### config.mk
export PLATFORM = sky130hd
export DESIGN_NAME = down_timer
export DESIGN_NICKNAME = d
export VERILOG_FILES = /design/src/rtl/counter_pkg.sv /design/src/rtl/down_count_core.sv /design/src/rtl/down_timer.sv
export SDC_FILE = /design/constraint.sdc
export NUM_CORES = 1
export LEC_CHECK = 0
export BUFFER_PORTS_ARGS = -buffer_cell sky130_fd_sc_hd__buf_2
export CAP_MARGIN = 25
export CORE_MARGIN = 8
export CORE_UTILIZATION = 44
export DETAILED_ROUTE_END_ITERATION = 10
export MAX_ROUTING_LAYER = met4
export PLACE_DENSITY = 0.78
export SLEW_MARGIN = 15
export SYNTH_ARGS = -nofsm -noshare
export SYNTH_HDL_FRONTEND = slang
export SYNTH_SLANG_ARGS = --single-unit
### constraint.sdc
create_clock -name Clock -period 1.5 [get_ports Clock]
set_clock_uncertainty 0.15 [all_clocks]
set_input_delay 0.3 -clock Clock [delete_from_list [all_inputs] [get_ports Clock]]
set_output_delay 0.3 -clock Clock [all_outputs]
set_load 0.03 [all_outputs]
### src/rtl/counter_pkg.sv
// Shared definitions for the down_timer block: FSM encoding, default width and
// the command set the FSM issues to the count/reload datapath.
package counter_pkg;

    localparam int DEFAULT_WIDTH = 4;

    typedef enum logic [1:0] {
        IDLE = 2'b00,
        RUN  = 2'b01,
        DONE = 2'b10
    } state_t;

    // One command per falling edge; the FSM resolves priority before issuing it.
    typedef enum logic [2:0] {
        OP_HOLD,
        OP_LOAD,
        OP_START,
        OP_DEC,
        OP_RELOAD,
        OP_ZERO
    } core_op_t;

endpackage

### src/rtl/down_count_core.sv
// Count and Reload registers with the decrement/reload mux; commanded by the
// down_timer FSM through a single op per falling edge.
module down_count_core
    import counter_pkg::*;
#(
    parameter int WIDTH = DEFAULT_WIDTH
) (
    input  logic             clk,
    input  logic             rst_n,
    input  core_op_t         op,
    input  logic [WIDTH-1:0] preset,
    output logic [WIDTH-1:0] count,
    output logic             count_is_one,
    output logic             reload_zero
);

    logic [WIDTH-1:0] reload;

    // NOTE: async active-low reset in the sensitivity list clears state without a clock edge.
    always_ff @(negedge clk or negedge rst_n) begin
        if (!rst_n) begin
            count  <= '0;
            reload <= '0;
        end else begin
            // NOTE: non-blocking assignments so every register samples pre-edge values.
            case (op)
                OP_LOAD: begin
                    reload <= preset;
                    count  <= preset;
                end
                OP_START:  count <= reload;
                OP_DEC:    count <= count - WIDTH'(1);
                OP_RELOAD: count <= reload;
                OP_ZERO:   count <= '0;
                default:   count <= count;
            endcase
        end
    end

    assign count_is_one = (count == WIDTH'(1));
    assign reload_zero  = (reload == '0);

endmodule

### src/rtl/down_timer.sv
// Falling-edge down-counting timer with one-shot/periodic modes; the FSM and
// Borrow register live here, the count datapath in down_count_core.
module down_timer
    import counter_pkg::*;
#(
    parameter int WIDTH = DEFAULT_WIDTH
) (
    input  logic             Clock,
    input  logic             Clear,
    input  logic             Load,
    input  logic             Start,
    input  logic             Enable,
    input  logic             Mode,
    input  logic [WIDTH-1:0] Preset,
    output logic [WIDTH-1:0] Count,
    output logic             Borrow,
    output logic             Busy,
    output logic             Done
);

    state_t   state;
    state_t   next_state;
    core_op_t op;
    logic     next_borrow;
    logic     count_is_one;
    logic     reload_zero;

    down_count_core #(.WIDTH(WIDTH)) u_core (
        .clk          (Clock),
        .rst_n        (Clear),
        .op           (op),
        .preset       (Preset),
        .count        (Count),
        .count_is_one (count_is_one),
        .reload_zero  (reload_zero)
    );

    // Priority: Load, then a valid Start, then counting in RUN.
    always_comb begin
        // NOTE: defaults first so no path through this block infers a latch.
        op          = OP_HOLD;
        next_state  = state;
        next_borrow = 1'b0;
        if (!Load) begin
            op         = OP_LOAD;
            next_state = IDLE;
        end else if (Start && !reload_zero) begin
            op         = OP_START;
            next_state = RUN;
        end else if (state == RUN && Enable) begin
            if (count_is_one) begin
                next_borrow = 1'b1;
                if (Mode) begin
                    op = OP_RELOAD;
                end else begin
                    op         = OP_ZERO;
                    next_state = DONE;
                end
            end else begin
                op = OP_DEC;
            end
        end
    end

    always_ff @(negedge Clock or negedge Clear) begin
        if (!Clear) begin
            state  <= IDLE;
            Borrow <= 1'b0;
        end else begin
            state  <= next_state;
            Borrow <= next_borrow;
        end
    end

    assign Busy = (state == RUN);
    assign Done = (state == DONE);

endmodule

# Word-level counts from Yosys, hierarchy flattened
# Cells that the tools add are included.
[totals]
in_bits = 10
out_inout_bits = 7
wordCells = 38
ff_bits = 11
[classes]
reduce_logical = 7
eq_ne = 11
mux = 15
addsub = 1
[op_table]
columns = ["operator", "n"]
rows = [
  ["4-bit one-hot mux with 4 select lines", 1],
  ["3-bit two-way mux", 4],
  ["2-bit two-way mux", 5],
  ["3-bit by 2-bit equality test with 1-bit output (second input constant)", 2],
  ["3-bit equality test (second input constant)", 2],
  ["3-bit by 1-bit inequality test with 1-bit output (second input constant)", 2],
  ["1-bit two-way mux", 5],
  ["4-bit by 1-bit equality test with 1-bit output (second input constant)", 1],
  ["4-bit zero test", 1],
  ["4-bit nonzero test", 1],
  ["4-bit by 1-bit subtractor with 4-bit output (second input constant)", 1],
  ["3-bit by 1-bit equality test with 1-bit output (second input constant)", 1],
  ["3-bit by 2-bit inequality test with 1-bit output (second input constant)", 1],
  ["3-bit AND reduction", 1],
  ["2-bit by 1-bit equality test with 1-bit output (second input constant)", 1],
  ["2-bit equality test (second input constant)", 1],
  ["1-bit logical AND", 2],
  ["2-bit OR reduction", 1],
  ["1-bit zero test", 1],
]

# Logic depth before layout (Yosys ltp)
# Gate-level depths: netlist (run 1).
[logic_depth]
ltp_word = 8
ltp_mapped = 6
mapped_depth_nobuf = 6

# By module
# From an unflattened synthesis (run 1), not the netlist that was laid out.
[unflattened]
hier_cells = 77
hier_area_um2 = 739.5
[modules_own_cells]
columns = ["module", "cells_per_inst", "seq_area_each_um2", "area_each_um2", "n_inst"]
rows = [
  ["down_count_core", 59, 200.2, 565.5, 1],
  ["down_timer", 18, 75.1, 173.9, 1],
]

==> results of run 1 <==
-- synthesized netlist by cell type (all sizes together) --
library cell,instances
mux2i,2
and2b,1
dfrtn,11
inv,3
o21ai,3
nand3b,1
o211ai,2
nand2,8
nand3,4
a21boi,1
and2,1
a31oi,1
ha,2
nor2b,3
a21oi,2
a2bb2oi,2
o41ai,2
nand2b,3
buf,1
nor3b,1
a21o,2
nor4,1
and3b,1
nor2,4
-- flip-flops by register name, indices dropped and copies added, names as in the netlist --
name,flops
u_core.count,4
state,2
u_core.reload,4
Borrow,1
-- per-layer routing --
layer	GRT usage (%)	wire (um)	up-vias
met4	8.61	51	0
met5	-	0	-
met3	1.65	83	7
met2	23.4	1140	25
li1	-	-	305
met1	16.0	855	307
-- final cells by class --
class                   count  area (um^2)
fillers                    56          135
multi-input cells          47          488
clock inverters             1         5.00
inverters                   3         26.3
flip-flops and latches     11          275
well taps                  15         18.8
clock buffers               3         22.5
repair buffers             39          347
-- worst paths after layout --
check | startpoint | to | depth (start not counted)
max | state[0] | Done | 2
min | Clear | u_core.reload[2] | 1
max reg2reg | u_core.count[0] | state[0] | 6
min reg2reg | u_core.reload[0] | u_core.reload[0] | 2
max in group asynchronous | Clear | u_core.reload[1] | 1
min in group Clock | u_core.reload[0] | u_core.reload[0] | 2
-- through the flow --
stage               hold WS (ns)  cell area, um^2  setup TNS (ns)  setup WS [ns]
CTS                        0.363             1070           -6.04         -0.794
detailed placement         0.448              936           -7.62         -0.668
global placement           0.428              936           -7.28         -0.633
finish                     0.359             1180           -6.37         -0.806
global route               0.369             1180           -6.88         -0.843
floorplan                  0.333              712           -4.96         -0.453
-- report_power, final --
| part | switching, W | internal [W] | leakage, nW |
|---|---|---|---|
| Clock | 0.000112 | 0.0000989 | 0.0177 |
| Sequential | 0.0000276 | 0.000326 | 0.138 |
| Combinational | 0.000197 | 0.000205 | 0.416 |
| Total | 0.000337 | 0.000630 | 0.571 |
-- layout by cell type (no fill, tap or decap), types with 2 or more instances in the layout --
cell type,count
sky130_fd_sc_hd__nor2_1,2
sky130_fd_sc_hd__buf_2,6
sky130_fd_sc_hd__nand2_2,4
sky130_fd_sc_hd__nand2_1,4
sky130_fd_sc_hd__a21o_1,2
sky130_fd_sc_hd__a2bb2oi_2,2
sky130_fd_sc_hd__o21ai_2,2
sky130_fd_sc_hd__dfrtn_1,11
sky130_fd_sc_hd__nand2b_4,2
sky130_fd_sc_hd__o41ai_4,2
sky130_fd_sc_hd__nor2b_4,3
sky130_fd_sc_hd__clkbuf_4,3
sky130_fd_sc_hd__nor2_2,2
sky130_fd_sc_hd__buf_6,13
sky130_fd_sc_hd__o211ai_1,2
sky130_fd_sc_hd__buf_4,18
sky130_fd_sc_hd__nand3_1,4
sky130_fd_sc_hd__a21oi_2,2
-- cell families after synthesis --
group	count (synthesis)	synth area share [%]
mux	2	3.16
simple gates	28	25.4
buf+inv	4	3.55
fa+ha+maj	2	3.94
compound gates	15	20.5
flops	11	43.4
-- timing repair --
item,4_1_cts,5_1_grt
setup endpoints to repair,18,16
endpoints found under the hold margin,0,0
buffers inserted,3,4
resized for setup,22,23
pin swaps,6,10
==> reports/summary.json, run 1 <==
{
  "routing": {
    "detail_route.drc_violations": 0,
    "first_iter_violations": 9,
    "antenna_violating_nets_left": 0,
    "detail_route.wirelength_mm": 2.13,
    "detailroute.via_count": 644,
    "routed_wire_per_std_cell_um": 17.9,
    "firstDrtPassIters": 4,
    "drt-vias-per-instance": 5.41
  },
  "synth": {
    "synth-seq-area-share_pct": 43.4,
    "synth.lib_cells_used.distinct": 25,
    "syn-cell-area_um2": 634,
    "synth_area_leader_cell": "sky130_fd_sc_hd__dfrtn_1",
    "synthesis.instances": 62,
    "yosys_register_bits": 11,
    "synth_largest_type_area_fraction_pct": 43.4,
    "synth.avg_cell_area_um2": 10.2,
    "ys.warnings.count": 0,
    "postSynthNetCount": 74,
    "yosys-top-cells-area": "sky130_fd_sc_hd__dfrtn_1 (43%), sky130_fd_sc_hd__nand2_1 (4.7%), sky130_fd_sc_hd__o41ai_4 (4.3%)"
  },
  "cells_and_area": {
    "flow.area_growth_from_synthesis_pct": 86.4,
    "nNetsFinal": 117,
    "layout_cells_sized_above_1_pct": 70.2,
    "finalNonFillerCells": 119,
    "antenna-diode-count": 0,
    "finalCoreUtilization_pct": 89.7
  },
  "global_route": {
    "global_route_wire_length_before_repair_mm": 2.95,
    "maximum_number_of_pins_on_one_net_before_global_route_repair": 12,
    "grt_antenna_before_repair": 0,
    "grt_pass1_vias": 659,
    "gr-total-overflow": 0,
    "grt.total_usage_pct": 14.2
  },
  "timing": {
    "maxSlewViolCount": 0,
    "final_hold_viol_count": 0,
    "worst-slew-pin-transition_ns": 0.425,
    "setup_viol_count_final": 14,
    "max-slew-margin-rel_pct": 71.6,
    "setup_repair_after_global_routing_missed_its_margin": "true",
    "postLayoutSetupSlackWorst_ns": -0.806
  },
  "place": {
    "dp_hpwl_mm": 1.28,
    "placement.io_buffers": 16,
    "gpl_congestion": 0.900,
    "placed_cells_incl_taps": 109
  },
  "cts": {
    "tritoncts_clock_tree": "yes",
    "cts_hold_buffers": 0,
    "cts_inserted_buffers": 3,
    "clock-sinks": 11,
    "cts-root-to-sink-buffers": 2,
    "clock_pin_transition_on_the_worst_setup_and_hold_timing_paths_ns": 0.05,
    "ctsRootBufferMaster": "sky130_fd_sc_hd__clkbuf_4",
    "htreeDepth": 1,
    "worst_skew_pair.late_latency_ns": 0.28
  },
  "setup_path": {
    "setup.worst_path.end_class": "primary output",
    "critical-path-slowest-cell": "sky130_fd_sc_hd__dfrtn_1",
    "cp.arrival_ns": 1.86,
    "r2r_setup_slack_ns": -0.36,
    "critical-path-top-delay-family": "flip-flops",
    "cell_breakdown_of_the_critical_path": "and2b_2 > buf_6",
    "critical_path.startpoint_type": "flop",
    "critical_path_required_ns": 1.05,
    "worst-path-max-fanout": 4,
    "setup.worst_path.class": "reg -> out",
    "critical_path_max_stage_delay_ns": 0.46,
    "crit_buf_inv": 1
  },
  "floorplanning": {
    "total_die_area_um2": 2910,
    "ioPinCount": 17,
    "die_w_um": 54.0,
    "initial_core_util_pct": 48.1,
    "die_height_um": 54.0,
    "core-area_um2": 1320,
    "placement_rows": 13
  },
  "pwr": {
    "report.power.total_w": 0.000967,
    "power_leakage_nw": 0.571,
    "vdd_ir_drop_max_mv": 0.618,
    "power_density_nw_per_um2": 818
  },
  "outcome": {
    "run_status": "complete, but fails checks",
    "failing_checks": "setup timing"
  },
  "hold_path": {
    "hold_path.class": "in -> async"
  },
  "flow_run": {
    "drv_cap": 0
  }
}
(Power assumes the default switching activity.)
==> run 2: changes to the inputs <==
--- a/config.mk
+++ b/config.mk
@@ -8,11 +8,12 @@
 export BUFFER_PORTS_ARGS = -buffer_cell sky130_fd_sc_hd__buf_2
 export CAP_MARGIN = 25
 export CORE_MARGIN = 8
-export CORE_UTILIZATION = 44
+export CORE_UTILIZATION = 46
 export DETAILED_ROUTE_END_ITERATION = 10
 export MAX_ROUTING_LAYER = met4
-export PLACE_DENSITY = 0.78
+export PLACE_DENSITY = 0.79
 export SLEW_MARGIN = 15
 export SYNTH_ARGS = -nofsm -noshare
 export SYNTH_HDL_FRONTEND = slang
+export SYNTH_HIERARCHICAL = 1
 export SYNTH_SLANG_ARGS = --single-unit
==> run 2 against run 1 <==
  * The flow still finishes with violations (setup timing)
  * Sequential share of layout area fell by 2.3 points
  * Core utilization is 2.5 points lower
  * Largest power group unchanged
  * Count of clock-buffer cells in the layout rose by 1
  * Register-to-register slack lost 0.41 ns
  * First-iteration DRC count increased by 100%
  * Non-clock buffer count grew 16
  * Clock power is 4% lower
==> reports/summary.json, run 2 <==
{
  "setup_path": {
    "worst-path-max-fanout": {"value": 5, "change": "+1"},
    "cp.arrival": {"value": 1.57, "unit": "ns", "change": "-0.29 ns"},
    "critical_path.startpoint_type": "input pin",
    "critical_path_required": {"value": 0.72, "unit": "ns", "change": "-0.33 ns"},
    "setup.worst_path.class": "in -> reg",
    "setup.worst_path.end_class": "flop"
  },
  "routing": {
    "detail_route.wirelength": {"value": 2.95, "unit": "mm", "change": "+39%"},
    "drt-vias-per-instance": {"value": 6.00, "change": "+11%"},
    "detail_route.drc_violations": {"value": 0, "change": "unchanged"},
    "antenna_violating_nets_left": {"value": 0, "change": "unchanged"},
    "first_iter_violations": {"value": 18, "change": "+9"},
    "routed_wire_per_std_cell": {"value": 19.8, "unit": "um", "change": "+11%"},
    "firstDrtPassIters": {"value": 4, "change": "unchanged"},
    "detailroute.via_count": {"value": 894, "change": "+39%"}
  },
  "place": {
    "dp_hpwl": {"value": 1.59, "unit": "mm", "change": "+24%"},
    "placement.io_buffers": {"value": 16, "change": "unchanged"},
    "gpl_congestion": {"value": 0.849, "change": "-5.6%"},
    "preCtsSetupSlack": {"value": -1.10, "unit": "ns", "change": "-0.428 ns"},
    "placed_cells_incl_taps": {"value": 131, "change": "+20%"}
  },
  "cells_and_area": {
    "antenna-diode-count": {"value": 0, "change": "unchanged"},
    "num-fill-cells": {"value": 78, "change": "+39%"},
    "flow.area_growth_from_synthesis_pct": 77.8,
    "layout_cells_sized_above_1": {"value": 60.9, "unit": "%", "change": "-9.3 points"},
    "reg.largest.list": "u_core/count x4, u_core/reload x4, state x2",
    "most-common-layout-cells": "sky130_fd_sc_hd__buf_4 (30), sky130_fd_sc_hd__buf_6 (19), sky130_fd_sc_hd__dfrtn_1 (11)",
    "finalNonFillerCells": {"value": 149, "change": "+25%"},
    "nNetsFinal": {"value": 146, "change": "+25%"},
    "mostFrequentLayoutCell": "sky130_fd_sc_hd__buf_4",
    "ff_latch_area": {"value": 275, "unit": "um^2", "change": "unchanged"},
    "multi_input_area": {"value": 513, "unit": "um^2", "change": "+5.1%"}
  },
  "flow_run": {
    "drv_cap": {"value": 0, "change": "unchanged"}
  },
  "cts": {
    "cts_inserted_buffers": {"value": 3, "change": "unchanged"},
    "tritoncts_clock_tree": "yes",
    "worst_skew_pair.late_latency": {"value": 0.28, "unit": "ns", "change": "about the same"},
    "htreeDepth": {"value": 1, "change": "unchanged"},
    "clock-sinks": {"value": 11, "change": "unchanged"},
    "cts-root-to-sink-buffers": {"value": 2, "change": "unchanged"},
    "ctsRootBufferMaster": "sky130_fd_sc_hd__clkbuf_4",
    "clock_pin_transition_on_the_worst_setup_and_hold_timing_paths": {"value": 0.05, "unit": "ns", "change": "about the same"}
  },
  "pwr": {
    "vdd_ir_drop_max": {"value": 0.887, "unit": "mV", "change": "+44%"},
    "power_density": {"value": 1030, "unit": "nW/um^2", "change": "+26%"},
    "power_leakage": {"value": 0.651, "unit": "nW", "change": "+14%"}
  },
  "synth": {
    "synth_edf_count": {"value": 0, "change": "unchanged"},
    "synth_largest_type_area_fraction": {"value": 37.2, "unit": "%", "change": "-6.2 points"},
    "yosys_most_used_dff": "sky130_fd_sc_hd__dfrtn_1",
    "syn-cell-area": {"value": 739, "unit": "um^2", "change": "+17%"},
    "most_common_cell_in_the_synthesized_netlist": "sky130_fd_sc_hd__dfrtn_1",
    "synth-seq-area-share": {"value": 37.2, "unit": "%", "change": "-6.2 points"},
    "synth_async_sr_flop_share": {"value": 100, "unit": "%", "change": "unchanged"},
    "ys.warnings.count": {"value": 6, "change": "+6"},
    "synth_top_cells_by_count": "sky130_fd_sc_hd__dfrtn_1 (11), sky130_fd_sc_hd__nor2_1 (5), sky130_fd_sc_hd__a21oi_1 (4), sky130_fd_sc_hd__o21ai_0 (4)",
    "synth.lib_cells_used.distinct": {"value": 38, "change": "+52%"},
    "yosys_register_bits": {"value": 11, "change": "unchanged"},
    "yosys-top-cells-area": "sky130_fd_sc_hd__dfrtn_1 (37%), sky130_fd_sc_hd__mux2_2 (4.6%), sky130_fd_sc_hd__ha_1 (3.4%)",
    "postSynthNetCount": {"value": 89, "change": "+20%"},
    "synth.avg_cell_area": {"value": 9.60, "unit": "um^2", "change": "-6.1%"},
    "synthesis.instances": {"value": 77, "change": "+24%"},
    "synth_area_leader_cell": "sky130_fd_sc_hd__dfrtn_1"
  },
  "floorplanning": {
    "die_height": {"value": 56.1, "unit": "um", "change": "+3.9%"},
    "total_die_area": {"value": 3150, "unit": "um^2", "change": "+8.0%"},
    "placement_rows": {"value": 14, "change": "+1"},
    "ioPinCount": {"value": 17, "change": "unchanged"},
    "initial_core_util": {"value": 49.1, "unit": "%", "change": "+0.94 points"},
    "die_w": {"value": 56.1, "unit": "um", "change": "+3.9%"},
    "core-area": {"value": 1510, "unit": "um^2", "change": "+14%"}
  },
  "global_route": {
    "grt.total_usage": {"value": 17.8, "unit": "%", "change": "+3.6 points"},
    "gr-total-overflow": {"value": 0, "change": "unchanged"},
    "grt_antenna_before_repair": {"value": 0, "change": "unchanged"},
    "global_route_wire_length_before_repair": {"value": 4.40, "unit": "mm", "change": "+49%"},
    "grt_pass1_vias": {"value": 886, "change": "+34%"},
    "maximum_number_of_pins_on_one_net_before_global_route_repair": {"value": 12, "change": "unchanged"}
  },
  "outcome": {
    "failing_checks": "setup timing",
    "run_status": "complete, but fails checks"
  },
  "timing": {
    "postLayoutSetupSlackWorst": {"value": -0.850, "unit": "ns", "change": "-0.0446 ns"},
    "worst-slew-pin-transition": {"value": 0.332, "unit": "ns", "change": "-0.0925 ns"},
    "setup_repair_after_global_routing_missed_its_margin": "true",
    "final_hold_viol_count": {"value": 0, "change": "unchanged"},
    "setup_tns": {"value": -11.53, "unit": "ns", "change": "-5.16 ns"},
    "setup_viol_count_final": {"value": 18, "change": "+4"},
    "max-slew-margin-rel": {"value": 77.7, "unit": "%", "change": "+6.1 points"},
    "maxSlewViolCount": {"value": 0, "change": "unchanged"}
  },
  "hold_path": {
    "hold_path.class": "in -> async"
  }
}
[run 2: cell count changes after synthesis, moves of 2 or more]
| cell | delta |
|---|---|
| sky130_fd_sc_hd__nand2_1 | -5 |
| sky130_fd_sc_hd__buf_2 | +3 |
| sky130_fd_sc_hd__mux2_2 | +3 |
| sky130_fd_sc_hd__a211o_1 | +2 |
| sky130_fd_sc_hd__a21oi_1 | +2 |
| sky130_fd_sc_hd__a2bb2oi_1 | -2 |
| sky130_fd_sc_hd__and2b_2 | +2 |
| sky130_fd_sc_hd__nand3_1 | -2 |
| sky130_fd_sc_hd__o211ai_1 | -2 |
| sky130_fd_sc_hd__or3_1 | +2 |
[run 2: cell families (layout without fill, tap and decap cells)]
group	after synthesis	after routing	synth area share, %
DFF	11	11	37.2
buffers and inverters	6	62	3.55
adders and majority gates	2	2	3.38
and+or+nand+nor	30	30	25.9
muxes	5	5	7.28
xor gates and xnor gates	2	2	2.37
AOI/OAI and AO/OA	21	21	20.3
[run 2: worst paths after layout]
kind                                   from          endpoint  slack [ns]  depth (start not counted)
min                                   Clear          state[0]        0.37                          1
max                                   Start  u_core/reload[1]       -0.85                          6
max reg2reg                u_core/reload[2]  u_core/reload[1]       -0.77                          7
min in group Clock         u_core/reload[3]  u_core/reload[3]        0.46                          2
max in group asynchronous             Clear  u_core/reload[0]        0.58                          1
min reg2reg                u_core/reload[3]  u_core/reload[3]        0.46                          2
[run 2: timing repair]
action / in CTS / in global routing
setup endpoints to repair: 18 / 18
pin swaps: 9 / 4
hold buffers: 0 / 0
resized for setup: 29 / 12
buffers inserted: 13 / 8
[run 2: through the flow]
| step | hold slack, ns | area, um^2 | utilization (%) | power (W) |
|---|---|---|---|---|
| floorplan | 0.317 | 772 | - | 0.000669 |
| global placement | 0.403 | 1040 | 69.2 | 0.000885 |
| detailed placement | 0.412 | 1040 | 69.2 | 0.000901 |
| CTS | 0.373 | 1270 | 84.3 | 0.00125 |
| global route | 0.382 | 1320 | 87.3 | 0.00143 |
| finish | 0.371 | 1320 | 87.3 | 0.00135 |
[run 2: power breakdown]
part	leakage (nW)	internal [W]	switching [W]	total, W
clock	0.0150	0.000103	0.0000992	0.000202
combinational	0.501	0.000409	0.000343	0.000752
sequential	0.135	0.000351	0.0000453	0.000396
[run 2: area by class of cell]
| type | count | share of cell area [%] |
|---|---|---|
| clock buffer | 4 | 2.00 |
| tap | 16 | 1.52 |
| timing repair buffer | 55 | 35.7 |
| inverter | 3 | 0.856 |
| sequential | 11 | 20.9 |
| multi-input combinational | 60 | 39.0 |
[run 2: worst max-delay path: stages]
cell and delay [ns]:
sky130_fd_sc_hd__buf_6 0.09, sky130_fd_sc_hd__nor2b_4 0.13, sky130_fd_sc_hd__a211o_1 0.28, sky130_fd_sc_hd__nand2_2 0.10, sky130_fd_sc_hd__nor3b_4 0.33, sky130_fd_sc_hd__mux2_4 0.34
[run 2: per-layer routing]
metal / share of wire [%] / vias up / global-route usage (%)
li1: - / 395 / -
met1: 40 / 432 / 19.2
met2: 50 / 48 / 30.3
met3: 4.7 / 19 / 2.97
met4: 5.2 / 0 / 9.62
met5: 0 / - / -
==> run 3: changes to the inputs <==
--- a/config.mk
+++ b/config.mk
@@ -5,10 +5,11 @@
 export SDC_FILE = /design/constraint.sdc
 export NUM_CORES = 1
 export LEC_CHECK = 0
+export ABC_AREA = 1
 export BUFFER_PORTS_ARGS = -buffer_cell sky130_fd_sc_hd__buf_2
 export CAP_MARGIN = 25
 export CORE_MARGIN = 8
-export CORE_UTILIZATION = 46
+export CORE_UTILIZATION = 45
 export DETAILED_ROUTE_END_ITERATION = 10
 export MAX_ROUTING_LAYER = met4
 export PLACE_DENSITY = 0.79
==> run 3 against run 2 <==
  * The run still ends with setup timing left
  * Setup slack improved by 0.15 ns
  * Cell count is 2.0% higher
  * Sequential cell count is the same
  * Critical endpoint is now Busy
==> reports/summary.json, run 3 <==
{
  "synth": {
    "yosys_most_used_dff": "sky130_fd_sc_hd__dfrtn_1",
    "synthesis.instances": {"value": 93, "change": "+21%"},
    "synth.lib_cells_used.distinct": {"value": 18, "change": "-53%"},
    "postSynthNetCount": {"value": 105, "change": "+18%"},
    "synth_largest_type_area_fraction": {"value": 41.3, "unit": "%", "change": "+4.1 points"},
    "synth_edf_count": {"value": 0, "change": "unchanged"},
    "yosys_register_bits": {"value": 11, "change": "unchanged"},
    "synth_async_sr_flop_share": {"value": 100, "unit": "%", "change": "unchanged"},
    "synth-seq-area-share": {"value": 41.3, "unit": "%", "change": "+4.1 points"},
    "synth_area_leader_cell": "sky130_fd_sc_hd__dfrtn_1",
    "most_common_cell_in_the_synthesized_netlist": "sky130_fd_sc_hd__nand2_1",
    "synth.avg_cell_area": {"value": 7.17, "unit": "um^2", "change": "-25%"},
    "synth_top_cells_by_count": "sky130_fd_sc_hd__nand2_1 (27), sky130_fd_sc_hd__inv_1 (17), sky130_fd_sc_hd__dfrtn_1 (11)",
    "ys.warnings.count": {"value": 6, "change": "unchanged"},
    "yosys-top-cells-area": "sky130_fd_sc_hd__dfrtn_1 (41%), sky130_fd_sc_hd__nand2_1 (15%), sky130_fd_sc_hd__inv_1 (9.6%)",
    "syn-cell-area": {"value": 667, "unit": "um^2", "change": "-9.8%"}
  },
  "setup_path": {
    "worstReg2RegStart": "u_core/reload[1]",
    "reg2regPathDepth": {"value": 12, "change": "+5"},
    "cp.arrival": {"value": 1.75, "unit": "ns", "change": "+0.18 ns"},
    "worst_r2r_endpoint": "u_core/count[0]",
    "worst-path-max-fanout": {"value": 2, "change": "-3"},
    "r2r_setup_slack": {"value": -0.53, "unit": "ns", "change": "+0.24 ns"},
    "crit_start": "state[1]",
    "critical_path_required": {"value": 1.05, "unit": "ns", "change": "+0.33 ns"},
    "critical_path.startpoint_type": "flop",
    "setup.worst_path.end_class": "primary output",
    "setup.worst_path.class": "reg -> out"
  },
  "cts": {
    "htreeDepth": {"value": 1, "change": "unchanged"},
    "clock_pin_transition_on_the_worst_setup_and_hold_timing_paths": {"value": 0.05, "unit": "ns", "change": "about the same"},
    "cts_inserted_buffers": {"value": 3, "change": "unchanged"},
    "cts-root-to-sink-buffers": {"value": 2, "change": "unchanged"},
    "ctsRootBufferMaster": "sky130_fd_sc_hd__clkbuf_4",
    "worst_skew_pair.late_latency": {"value": 0.28, "unit": "ns", "change": "about the same"},
    "clock-sinks": {"value": 11, "change": "unchanged"},
    "tritoncts_clock_tree": "yes"
  },
  "outcome": {
    "run_status": "complete, but fails checks",
    "failing_checks": "setup timing"
  },
  "cells_and_area": {
    "antenna-diode-count": {"value": 0, "change": "unchanged"},
    "most-common-layout-cells": "sky130_fd_sc_hd__buf_6 (18), sky130_fd_sc_hd__nand2_1 (14), sky130_fd_sc_hd__buf_4 (14)",
    "ff_latch_area": {"value": 275, "unit": "um^2", "change": "unchanged"},
    "multi_input_area": {"value": 499, "unit": "um^2", "change": "-2.7%"},
    "nNetsFinal": {"value": 149, "change": "+2.1%"},
    "finalCoreUtilization": {"value": 87.4, "unit": "%", "change": "+0.14 points"},
    "mostFrequentLayoutCell": "sky130_fd_sc_hd__buf_6",
    "reg.largest.list": "u_core/count x4, u_core/reload x4, state x2",
    "flow.area_growth_from_synthesis_pct": 90.6,
    "num-fill-cells": {"value": 73, "change": "-6.4%"},
    "layout_cells_sized_above_1": {"value": 58.8, "unit": "%", "change": "-2.1 points"}
  },
  "routing": {
    "drt-vias-per-instance": {"value": 4.89, "change": "-19%"},
    "routed_wire_per_std_cell": {"value": 12.2, "unit": "um", "change": "-39%"},
    "detail_route.wirelength": {"value": 1.85, "unit": "mm", "change": "-37%"},
    "first_iter_violations": {"value": 8, "change": "-10"},
    "antenna_violating_nets_left": {"value": 0, "change": "unchanged"},
    "firstDrtPassIters": {"value": 4, "change": "unchanged"},
    "detailroute.via_count": {"value": 743, "change": "-17%"},
    "detail_route.drc_violations": {"value": 0, "change": "unchanged"}
  },
  "hold_path": {
    "hold_path.class": "in -> async"
  },
  "place": {
    "dp_hpwl": {"value": 1.38, "unit": "mm", "change": "-14%"},
    "placement.io_buffers": {"value": 16, "change": "unchanged"},
    "gpl_congestion": {"value": 0.936, "change": "+10%"}
  },
  "timing": {
    "setup_repair_after_global_routing_missed_its_margin": "true",
    "maxSlewViolCount": {"value": 0, "change": "unchanged"},
    "max-slew-margin-rel": {"value": 78.7, "unit": "%", "change": "+0.97 points"},
    "final_hold_viol_count": {"value": 0, "change": "unchanged"},
    "postLayoutSetupSlackWorst": {"value": -0.705, "unit": "ns", "change": "+0.145 ns"},
    "setup_viol_count_final": {"value": 16, "change": "-2"},
    "worst-slew-pin-transition": {"value": 0.318, "unit": "ns", "change": "-0.0142 ns"}
  },
  "global_route": {
    "maximum_number_of_pins_on_one_net_before_global_route_repair": {"value": 12, "change": "unchanged"},
    "grt_pass1_vias": {"value": 771, "change": "-13%"},
    "grt.total_usage": {"value": 14.0, "unit": "%", "change": "-3.8 points"},
    "gr-total-overflow": {"value": 0, "change": "unchanged"},
    "gr-max-usage-layer": "met2",
    "grt_util_met1": {"value": 14.1, "unit": "%", "change": "-5.1 points"},
    "grt_antenna_before_repair": {"value": 0, "change": "unchanged"},
    "grt_use_met2": {"value": 25.0, "unit": "%", "change": "-5.3 points"},
    "global_route_wire_length_before_repair": {"value": 3.01, "unit": "mm", "change": "-32%"},
    "grt_util_met3": {"value": 3.80, "unit": "%", "change": "+0.84 points"}
  },
  "floorplanning": {
    "core-area": {"value": 1450, "unit": "um^2", "change": "-3.5%"},
    "initial_core_util": {"value": 45.9, "unit": "%", "change": "-3.2 points"},
    "placement_rows": {"value": 14, "change": "unchanged"},
    "die_height": {"value": 54.5, "unit": "um", "change": "-2.9%"},
    "total_die_area": {"value": 2970, "unit": "um^2", "change": "-5.6%"},
    "ioPinCount": {"value": 17, "change": "unchanged"},
    "die_w": {"value": 54.5, "unit": "um", "change": "-2.9%"}
  },
  "pwr": {
    "power_leakage": {"value": 0.656, "unit": "nW", "change": "+0.72%"},
    "vdd_ir_drop_max": {"value": 0.823, "unit": "mV", "change": "-7.2%"},
    "report.power.total": {"value": 0.00144, "unit": "W", "change": "+6.6%"},
    "power_density": {"value": 1130, "unit": "nW/um^2", "change": "+10%"}
  },
  "flow_run": {
    "drv_cap": {"value": 0, "change": "unchanged"}
  }
}
-- run 3: logic make-up after synthesis --
family / count (synthesis) / share of synthesized area [%]
simple gates: 48 / 32.6
fa+ha+maj: 2 / 3.75
xor+xnor: 1 / 2.44
flops: 11 / 41.3
compound gates: 11 / 8.63
buf+inv: 20 / 11.3
-- run 3: worst max-delay path by stage --
stage	end	slack, ns	cells after the start
final	Busy	-0.70	3
after global routing	Busy	-0.76	3
after CTS	Done	-0.71	3
after detailed placement	u_core/count[3]	-0.88	11
after global placement	u_core/count[3]	-0.84	11
after floorplan	u_core/count[3]	-0.58	9
-- run 3: repair_timing --
action | CTS | global route
setup endpoints to repair | 16 | 16
resized for setup | 45 | 19
pin swaps | 15 | 14
hold buffers | 0 | 0
setup buffers | 5 | 4
-- run 3: stage by stage --
stage	area, um^2	std cells	setup slack [ns]	hold slack, ns	TNS [ns]
final	1270	152	-0.705	0.370	-8.24
after global routing	1270	152	-0.759	0.387	-9.19
after CTS	1170	149	-0.709	0.368	-7.83
after detailed placement	957	141	-0.878	0.380	-9.76
after global placement	957	141	-0.835	0.368	-9.46
after floorplan	737	93	-0.584	0.341	-6.75
-- run 3: worst max-delay path, cell delays in order (launching register included) --
cell	delay [ns]
sky130_fd_sc_hd__dfrtn_1	0.37
sky130_fd_sc_hd__buf_6	0.13
sky130_fd_sc_hd__nor2_4	0.10
sky130_fd_sc_hd__buf_6	0.13
-- run 3: layout make-up --
type	instances	area share, %
inverter	20	6.50
multi-input combinational	62	39.3
clock buffer	4	2.07
timing repair buffer	39	28.9
sequential	11	21.7
tap	16	1.57
-- run 3: routing by layer --
layer  vias to the layer above  wire, um
li1                        375         -
met1                       348       738
met2                        18      1000
met3                         2        95
met4                         0        15
met5                         -         0
-- run 3: where the power goes --
group | switching [W] | internal (W) | leakage (nW)
logic | 0.000427 | 0.000385 | 0.503
registers | 0.0000593 | 0.000364 | 0.138
clock network | 0.000101 | 0.000103 | 0.0150
total | 0.000587 | 0.000852 | 0.656
